==> src/rtl/uart_rx_engine.sv <==
// rtl/uart_rx_engine.sv - parametrised oversampling UART receive engine with voting, parity, break and overrun
module uart_rx_engine #(
  parameter int MAX_DATA_W     = 9,
  parameter int OVERSAMPLE     = 16,
  parameter int SAMPLE_COUNT_W = $clog2(OVERSAMPLE),
  parameter int DATA_LEN_W     = 4
) (
  input  logic                  clk_i,
  input  logic                  rst_ni,
  input  logic                  baud_en_i,
  input  logic                  rx_en_i,
  input  logic                  uart_rx_i,
  input  logic [DATA_LEN_W-1:0] data_bits_i,
  input  logic [1:0]            parity_mode_i,
  input  logic                  stop2_i,
  input  logic                  rx_ready_i,
  output logic                  rx_valid_o,
  output logic [MAX_DATA_W-1:0] rx_data_o,
  output logic                  rx_parity_err_o,
  output logic                  rx_frame_err_o,
  output logic                  rx_break_o,
  output logic                  rx_noise_o,
  output logic                  rx_overrun_o,
  output logic                  rx_busy_o
);

  localparam logic [SAMPLE_COUNT_W-1:0] CNT_PRE  = SAMPLE_COUNT_W'(OVERSAMPLE / 2 - 1);
  localparam logic [SAMPLE_COUNT_W-1:0] CNT_MID  = SAMPLE_COUNT_W'(OVERSAMPLE / 2);
  localparam logic [SAMPLE_COUNT_W-1:0] CNT_POST = SAMPLE_COUNT_W'(OVERSAMPLE / 2 + 1);
  localparam logic [SAMPLE_COUNT_W-1:0] CNT_LAST = SAMPLE_COUNT_W'(OVERSAMPLE - 1);
  localparam logic [DATA_LEN_W-1:0]     BITS_MIN = DATA_LEN_W'(5);
  localparam logic [DATA_LEN_W-1:0]     BITS_MAX = DATA_LEN_W'(MAX_DATA_W);

  typedef enum logic [2:0] {
    S_IDLE,
    S_START,
    S_DATA,
    S_PARITY,
    S_STOP,
    S_WAIT_IDLE
  } state_t;

  state_t                  state_q;
  logic [SAMPLE_COUNT_W-1:0] cnt_q;
  logic [DATA_LEN_W-1:0]   bit_idx_q;
  logic [DATA_LEN_W-1:0]   n_bits_q;
  logic [1:0]              par_mode_q;
  logic                    stop2_q;
  logic                    stop_idx_q;
  logic                    s_pre_q;
  logic                    s_mid_q;
  logic [MAX_DATA_W-1:0]   data_q;
  logic                    par_bit_q;
  logic                    noise_q;
  logic                    frame_q;
  logic                    first_stop_q;
  logic                    busy_q;
  logic                    done_q;
  logic [MAX_DATA_W-1:0]   res_data_q;
  logic                    res_par_err_q;
  logic                    res_frame_q;
  logic                    res_break_q;
  logic                    res_noise_q;

  logic [DATA_LEN_W-1:0]   cfg_bits;
  logic                    vote;
  logic                    split;
  logic                    at_vote;
  logic                    at_last;
  logic                    final_stop;
  logic                    fin_first_stop;
  logic                    fin_break;
  logic                    par_xor;
  logic                    par_err;

  // Clamp the requested character length into the supported 5..MAX_DATA_W range
  always_comb begin
    cfg_bits = data_bits_i;
    if (data_bits_i < BITS_MIN) begin
      cfg_bits = BITS_MIN;
    end else if (data_bits_i > BITS_MAX) begin
      cfg_bits = BITS_MAX;
    end
  end

  // Majority of the two stored samples and the live third sample taken at M+1
  assign vote       = (s_pre_q & s_mid_q) | (s_pre_q & uart_rx_i) | (s_mid_q & uart_rx_i);
  assign split      = (s_pre_q != s_mid_q) | (s_mid_q != uart_rx_i);
  assign at_vote    = (cnt_q == CNT_POST);
  assign at_last    = (cnt_q == CNT_LAST);
  assign final_stop = ~stop2_q | stop_idx_q;

  // Character verdict evaluated on the final stop vote; break needs every received bit low
  assign fin_first_stop = stop_idx_q ? first_stop_q : vote;
  assign fin_break      = (data_q == '0) & ((par_mode_q == 2'b00) | ~par_bit_q) & ~fin_first_stop;
  assign par_xor        = (^data_q) ^ par_bit_q;

  // Parity check selected by the latched parity mode
  always_comb begin
    par_err = 1'b0;
    case (par_mode_q)
      2'b01:   par_err = par_xor;
      2'b10:   par_err = ~par_xor;
      2'b11:   par_err = ~par_bit_q;
      default: par_err = 1'b0;
    endcase
  end

  // Receive FSM: advances on baud ticks, aborts immediately when the receiver is disabled
  always_ff @(posedge clk_i or negedge rst_ni) begin
    if (!rst_ni) begin
      state_q       <= S_IDLE;
      cnt_q         <= '0;
      bit_idx_q     <= '0;
      n_bits_q      <= '0;
      par_mode_q    <= 2'b00;
      stop2_q       <= 1'b0;
      stop_idx_q    <= 1'b0;
      s_pre_q       <= 1'b0;
      s_mid_q       <= 1'b0;
      data_q        <= '0;
      par_bit_q     <= 1'b0;
      noise_q       <= 1'b0;
      frame_q       <= 1'b0;
      first_stop_q  <= 1'b0;
      busy_q        <= 1'b0;
      done_q        <= 1'b0;
      res_data_q    <= '0;
      res_par_err_q <= 1'b0;
      res_frame_q   <= 1'b0;
      res_break_q   <= 1'b0;
      res_noise_q   <= 1'b0;
    end else begin
      done_q <= 1'b0;
      if (!rx_en_i && (state_q != S_IDLE)) begin
        state_q <= S_IDLE;
        busy_q  <= 1'b0;
      end else if (baud_en_i) begin
        if (state_q != S_IDLE) begin
          cnt_q <= at_last ? '0 : cnt_q + SAMPLE_COUNT_W'(1);
          if (cnt_q == CNT_PRE) s_pre_q <= uart_rx_i;
          if (cnt_q == CNT_MID) s_mid_q <= uart_rx_i;
        end
        case (state_q)
          S_IDLE: begin
            if (rx_en_i && !uart_rx_i) begin
              // The falling-edge tick itself is sample 0 of the start bit
              state_q      <= S_START;
              cnt_q        <= SAMPLE_COUNT_W'(1);
              busy_q       <= 1'b1;
              n_bits_q     <= cfg_bits;
              par_mode_q   <= parity_mode_i;
              stop2_q      <= stop2_i;
              bit_idx_q    <= '0;
              stop_idx_q   <= 1'b0;
              data_q       <= '0;
              par_bit_q    <= 1'b0;
              noise_q      <= 1'b0;
              frame_q      <= 1'b0;
              first_stop_q <= 1'b0;
            end
          end
          S_START: begin
            if (at_vote) begin
              noise_q <= noise_q | split;
              if (vote) begin
                state_q <= S_IDLE;
                busy_q  <= 1'b0;
              end
            end else if (at_last) begin
              state_q <= S_DATA;
            end
          end
          S_DATA: begin
            if (at_vote) begin
              data_q[bit_idx_q] <= vote;
              noise_q           <= noise_q | split;
            end
            if (at_last) begin
              if (bit_idx_q == n_bits_q - DATA_LEN_W'(1)) begin
                state_q <= (par_mode_q != 2'b00) ? S_PARITY : S_STOP;
              end else begin
                bit_idx_q <= bit_idx_q + DATA_LEN_W'(1);
              end
            end
          end
          S_PARITY: begin
            if (at_vote) begin
              par_bit_q <= vote;
              noise_q   <= noise_q | split;
            end
            if (at_last) begin
              state_q <= S_STOP;
            end
          end
          S_STOP: begin
            if (at_vote) begin
              noise_q <= noise_q | split;
              frame_q <= frame_q | ~vote;
              if (!stop_idx_q) first_stop_q <= vote;
              if (final_stop) begin
                // Complete mid-bit so the next start edge is never missed
                done_q        <= 1'b1;
                res_data_q    <= data_q;
                res_par_err_q <= par_err & ~fin_break;
                res_frame_q   <= frame_q | ~vote;
                res_break_q   <= fin_break;
                res_noise_q   <= noise_q | split;
                busy_q        <= 1'b0;
                cnt_q         <= '0;
                state_q       <= vote ? S_IDLE : S_WAIT_IDLE;
              end
            end else if (at_last) begin
              stop_idx_q <= 1'b1;
            end
          end
          S_WAIT_IDLE: begin
            if (uart_rx_i) begin
              state_q <= S_IDLE;
            end
          end
          default: begin
            state_q <= S_IDLE;
            busy_q  <= 1'b0;
          end
        endcase
      end
    end
  end

  // Valid/ready holding register; a completed character with no room is dropped and flagged
  always_ff @(posedge clk_i or negedge rst_ni) begin
    if (!rst_ni) begin
      rx_valid_o      <= 1'b0;
      rx_data_o       <= '0;
      rx_parity_err_o <= 1'b0;
      rx_frame_err_o  <= 1'b0;
      rx_break_o      <= 1'b0;
      rx_noise_o      <= 1'b0;
      rx_overrun_o    <= 1'b0;
    end else begin
      rx_overrun_o <= 1'b0;
      if (done_q) begin
        if (!rx_valid_o || rx_ready_i) begin
          rx_valid_o      <= 1'b1;
          rx_data_o       <= res_data_q;
          rx_parity_err_o <= res_par_err_q;
          rx_frame_err_o  <= res_frame_q;
          rx_break_o      <= res_break_q;
          rx_noise_o      <= res_noise_q;
        end else begin
          rx_overrun_o <= 1'b1;
        end
      end else if (rx_valid_o && rx_ready_i) begin
        rx_valid_o <= 1'b0;
      end
    end
  end

  assign rx_busy_o = busy_q;

endmodule

==> config.mk <==
export PLATFORM = sky130hd
export DESIGN_NAME = uart_rx_engine
export DESIGN_NICKNAME = d
export VERILOG_FILES = /design/src/rtl/uart_rx_engine.sv
export SDC_FILE = /design/constraint.sdc
export NUM_CORES = 1
export LEC_CHECK = 0
export BUFFER_PORTS_ARGS = -buffer_cell sky130_fd_sc_hd__buf_2
export CAP_MARGIN = 20
export CORE_ASPECT_RATIO = 0.8
export CORE_UTILIZATION = 64
export DETAILED_ROUTE_END_ITERATION = 7
export PLACE_DENSITY = 0.85
export SYNTH_ARGS = -nofsm -noshare
export SYNTH_HDL_FRONTEND = slang
export SYNTH_SLANG_ARGS = --single-unit
==> constraint.sdc <==
create_clock -name clk_i -period 6.1 [get_ports clk_i]
set_input_delay 1.22 -clock clk_i [delete_from_list [all_inputs] [get_ports clk_i]]
set_output_delay 1.22 -clock clk_i [all_outputs]
set_load 0.1 [all_outputs]
Word-level counts from Yosys, hierarchy flattened
Index checks and enable logic that the tools add are counted.

word-level totals
  word-level logic and storage cells = 195
  input bits = 13
  output and inout port bits = 16
  register bits = 64

cells by class
  bitwise operators = 21
  add/sub/neg operators = 3
  reductions and logical operators = 37
  $lt $le $gt $ge = 4
  equal/unequal tests = 37
  muxes and demuxes = 65

operator list
  cell                 number
  $mux 3               14
  $mux 4               10
  $ne 3x3->1 const B   9
  $mux 1               26
  $reduce_and 5->1     5
  $mux 9               2
  $pmux 3 s6           1
  $pmux 9 s2           1
  $ne 2x2->1 const B   8
  $pmux 4 s2           2
  $reduce_bool 2->1    7
  $eq 4x4->1 const B   3
  $reduce_and 4->1     3
  $reduce_and 6->1     2
  $pmux 1 s2           5
  $reduce_and 10->1    1
  $bwmux 9             1
  $logic_not 9->1      1
  $reduce_xor 9->1     1
  $add 4x1->4 const B  2
  $ne 4x4->1 const B   2
  $not 1->1            7
  $or 1x1->1           7
  $reduce_and 7->1     1
  28 further kinds     46

Longest topological paths before layout
  depth after elaboration = 9
  depth in mapped cells = 8

Worst setup path before layout
OpenSTA, ideal clock, no wires.

  kind = input to register
  from = input uart_rx_i
  to = register state_q[0]
  setup time = 78 ps
  path buffers = 0
  data arrival time = 2,397 ps
  slack = 3,625 ps
  cell stages on the path = 6
  path through = ha_1 -> a211o_1 -> o31ai_1 -> and3_1 -> or4_4 -> o2bb2ai_1

on the way
  longest elaborated chain between the ends = 9
  elaborated cells between the ends (all ways) = 16

ends and longest elaborated chain
  what                      line  text
  start, declared           12    input logic uart_rx_i,
  $and 1x1->1               87    assign vote = (s_pre_q & s_mid_q) | (s_pre_q & uart_rx_i) | (s_mid_q & uart_rx_i);
  $or 1x1->1 (2 in series)  87
  $mux 3                    211   state_q <= vote ? S_IDLE : S_WAIT_IDLE;
  $mux 3                    201   if (final_stop) begin
  $mux 3                    197   if (at_vote) begin
  $pmux 3 s6                144   case (state_q)
  $mux 3                    138   end else if (baud_en_i) begin
  $mux 3                    135   if (!rx_en_i && (state_q != S_IDLE)) begin
  end signal, assigned      181   state_q <= (par_mode_q != 2'b00) ? S_PARITY : S_STOP;
  end signal, assigned      211
  end, declared             43    state_t state_q;

Parallel ways exist; a longest one is shown, timed or not. The select of a mux whose other input is x is not followed.
A chain may end at the register's enable or synchronous reset.

Worst setup path in the final report
  from = input uart_rx_i
  to = register state_q[1]

on the way
  longest elaborated chain between the ends = 5
  elaborated cells between the ends (all ways) = 10

ends and longest elaborated chain
  what                                    line
  $and 1x1->1                             87
  $or 1x1->1 (2 in series)                87
  $ne 4x4->1 (no source line)             --
  $reduce_and 10->1 (no source line) (*)  --

Mark *: on every way between the ends. The rest lies on a longest branch, timed or not.

==> summary.md <==
| Metric | Value |
|---|---|
| Post-CTS sizing | `0` |
| Antenna diodes | `0` |
| Core ar. | `5122 um2` |
| Arr. time, crit path | `2.84 ns` |
| Total grt overflow | `0` |
| GRT met2 Usage | `42.83%` |
| Met1 Resource Use GR | `36.40%` |
| Tot GR Track Use | `26.95%` |
| Static Leak | `1.840 nW` |
| Core Util, Final | `74.67%` |
| Worst hold path type | `flip-flop to flip-flop` |
| Area delta synth->final | `10.16%` |
| Max clock buf depth | `2` |
| R2R Setup Slk | `3.53 ns` |
| Share of layout cells above drive strength 1 | `21.04%` |
| Status | `finished, violations left` |
| Synthesized cell area | `3472 um2` |
| DRC | `8` |
| Synth Net Count | `361` |
| Drt initial violations | `374` |
| Clock Sinks | `64` |
| Slew @ Worst Pin | `0.7895 ns` |
| Hold Fails Final Rpt | `0` |
| Pin count of the biggest net entering global routing | `65` |
| Worst EP required | `6.36 ns` |
| Period minus WS final | `2.575 ns` |
| Vias in the first global route | `2381` |
| Crit-path max FO | `14` |
| CTS tree | `built` |
| Met3 usage | `6.634%` |
| Most frequent cells in the layout | `dfrtp_1, nand2_1, buf_2` |
| Std cell rows | `23` |
| Clk root buf | `clkbuf_8` |
| Final worst-path cycle share | `42.21%` |
| Setup Viol. Count Final | `0` |
| Crit Path Category | `input port to flip-flop` |
| Syn avg cell area | `10.40 um2` |
| Layout Skew | `0.01114 ns` |
| Die ar. | `5726 um2` |
| Most Crowded Layer GR | `met2` |
| CTS H-Tree Depth | `3` |
| Detail Route Antenna Nets | `0` |
| CTS buffer count | `9` |
| Nets | `388` |
| RR Startpoint | `state_q[2]$_DFFE_PN0P_` |
| Initial antenna violation count | `0` |
| Slew Limit Fails | `0` |
| Final TNS setup | `0 ns` |
| Ys flop type | `dfrtp_1` |
| Final WL | `6911 um` |
| IO Pins | `29` |
| First-pass GRT wire length | `11630 um` |
| DIE HEIGHT | `67.88 um` |
| Worst skew pair latency | `0.35 ns` |
| CP startpoint | `uart_rx_i` |
| Drt wl/cell | `16.15 um` |
| DP Wirelength | `4963 um` |
| Failing checks | `DRC` |
| Fmax | `388.4 MHz` |
| EDFF count, synth | `0` |
| Hold Buf Count CTS | `0` |
| Max-cap violations | `0` |
| Setup Buffers After CTS | `0` |
| RSZ-0062 raised after global routing | `false` |
| Clock transition at the registers of the reported paths | `0.07 ns` |
| Reg2reg end | `res_par_err_q$_DFFE_PN0P_` |
| Initial DRT Pass Iterations | `8` |
| Die X | `84.35 um` |
| Power Density | `402.8 nW/um2` |
| Starting Density | `67.78%` |
| Port Buf Inserts | `28` |
| CP endpoint | `state_q[1]$_DFFE_PN0P_` |
| Vias/cell | `6.192` |
| Reg2Reg Depth | `6` |
| RD Place Congestion | `0.9273` |
| Element type at the critical path start | `input port` |
| Most common cell after layout, fill and taps aside | `dfrtp_1` |
| Seq/Total Area, Yosys | `46.13%` |
| Max VDD drop | `0.2585 mV` |
| Slew Limit Headroom | `47.37%` |
| Yosys warnings | `0` |
| Instance count of the mapped netlist | `334` |
| Asr flop ratio synth | `100.0%` |
| Vias | `2650` |
| Post-synth cell types | `57` |
| Critical Path Sink Type | `flip-flop` |
| Yosys reg bits | `64` |
## critical path: stages
cell and delay, ns:
buf_2 0.24, ha_1 0.22, a211o_1 0.18, o31ai_1 0.08
and3_1 0.23, or4_4 0.52, o2bb2ai_1 0.14
## worst min-delay path by stage
stage	start	slack [ns]	depth (start not counted)	to
floorplan	done_q$_DFF_PN0_	0.44	2	rx_valid_o$_DFFE_PN0P_
global route	res_data_q[0]$_DFFE_PN0P_	0.52	1	rx_data_o[0]$_DFFE_PN0P_
finish	rx_parity_err_o$_DFFE_PN0P_	0.49	2	rx_parity_err_o$_DFFE_PN0P_
global placement	rx_break_o$_DFFE_PN0P_	0.46	2	rx_break_o$_DFFE_PN0P_
CTS	rx_parity_err_o$_DFFE_PN0P_	0.50	2	rx_parity_err_o$_DFFE_PN0P_
detailed placement	rx_parity_err_o$_DFFE_PN0P_	0.48	2	rx_parity_err_o$_DFFE_PN0P_
## synthesized netlist by cell type, drive strengths merged, types with 3 or more instances
cell type / count / area [um2]
xnor2: 4 / 35.03
a211oi: 4 / 30.03
or2: 3 / 18.77
a21oi: 25 / 125.1
clkbuf: 5 / 18.77
nand3b: 4 / 30.03
o21ai: 15 / 75.07
and3: 3 / 18.77
nor2b: 4 / 25.02
xor2: 4 / 35.03
mux2i: 5 / 50.05
dfrtp: 64 / 1602
o2bb2ai: 12 / 105.1
nand4: 3 / 18.77
mux2: 22 / 247.7
o22ai: 4 / 25.02
or3: 4 / 25.02
nand2: 34 / 127.6
nor2: 20 / 75.07
o2111ai: 4 / 35.03
inv: 23 / 86.33
nand3: 5 / 30.03
nor3: 5 / 30.03
ha: 14 / 175.2
nand2b: 3 / 18.77
buf: 9 / 66.31
## metal layers
| metal | wire length (um) | part of all wire (%) | vias up |
|---|---|---|---|
| li1 | - | - | 1242 |
| met1 | 3143 | 45 | 1286 |
| met2 | 3211 | 46 | 109 |
| met3 | 435 | 6.3 | 13 |
| met4 | 120 | 1.7 | 0 |
| met5 | 0 | 0 | - |
## flip-flops by register name, indices dropped and copies added, names as in the netlist, 2 cells and up
| name | flops |
|---|---|
| bit_idx_q | 4 |
| cnt_q | 4 |
| data_q | 9 |
| n_bits_q | 4 |
| par_mode_q | 2 |
| res_data_q | 9 |
| rx_data_o | 9 |
| state_q | 3 |
## cell families (layout without fill, tap and decap cells)
family | after synthesis | count (layout) | synth area share [%]
mux | 27 | 27 | 8.577
fa+ha+maj | 14 | 14 | 5.045
simple gates | 99 | 99 | 15.46
buf+inv | 38 | 70 | 5.045
compound gates | 82 | 82 | 16.43
xor+xnor | 10 | 10 | 3.315
flops | 64 | 64 | 46.13
## per-stage QoR
| stage | worst slack [ns] | cell area [um2] | hold slack [ns] | std cells | power (mW) |
|---|---|---|---|---|---|
| after floorplan | 3.625 | 3472 | 0.4397 | 334 | 1.045 |
| after global placement | 3.128 | 3612 | 0.4564 | 411 | 1.146 |
| after detailed placement | 2.984 | 3612 | 0.4793 | 411 | 1.165 |
| after CTS | 3.225 | 3817 | 0.4958 | 427 | 1.535 |
| after global routing | 3.285 | 3825 | 0.5193 | 428 | 1.631 |
| final | 3.525 | 3825 | 0.4858 | 428 | 1.541 |
## area by class of cell
cell class	instances	area [um2]
Multi-Input combinational cell	232	1695
Sequential cell	64	1602
Fill cell	369	1297
Timing Repair Buffer	30	155.1
Clock buffer	10	137.6
Inverter	24	90.09
Tap cell	62	77.57
Clock inverter	6	67.56
## power breakdown
group          switching, mW  internal, mW  total (mW)
combinational          0.322         0.249       0.571
clock                  0.169         0.201       0.370
sequential             0.100         0.500       0.600
No activity file was read; power rests on OpenSTA's default activity.
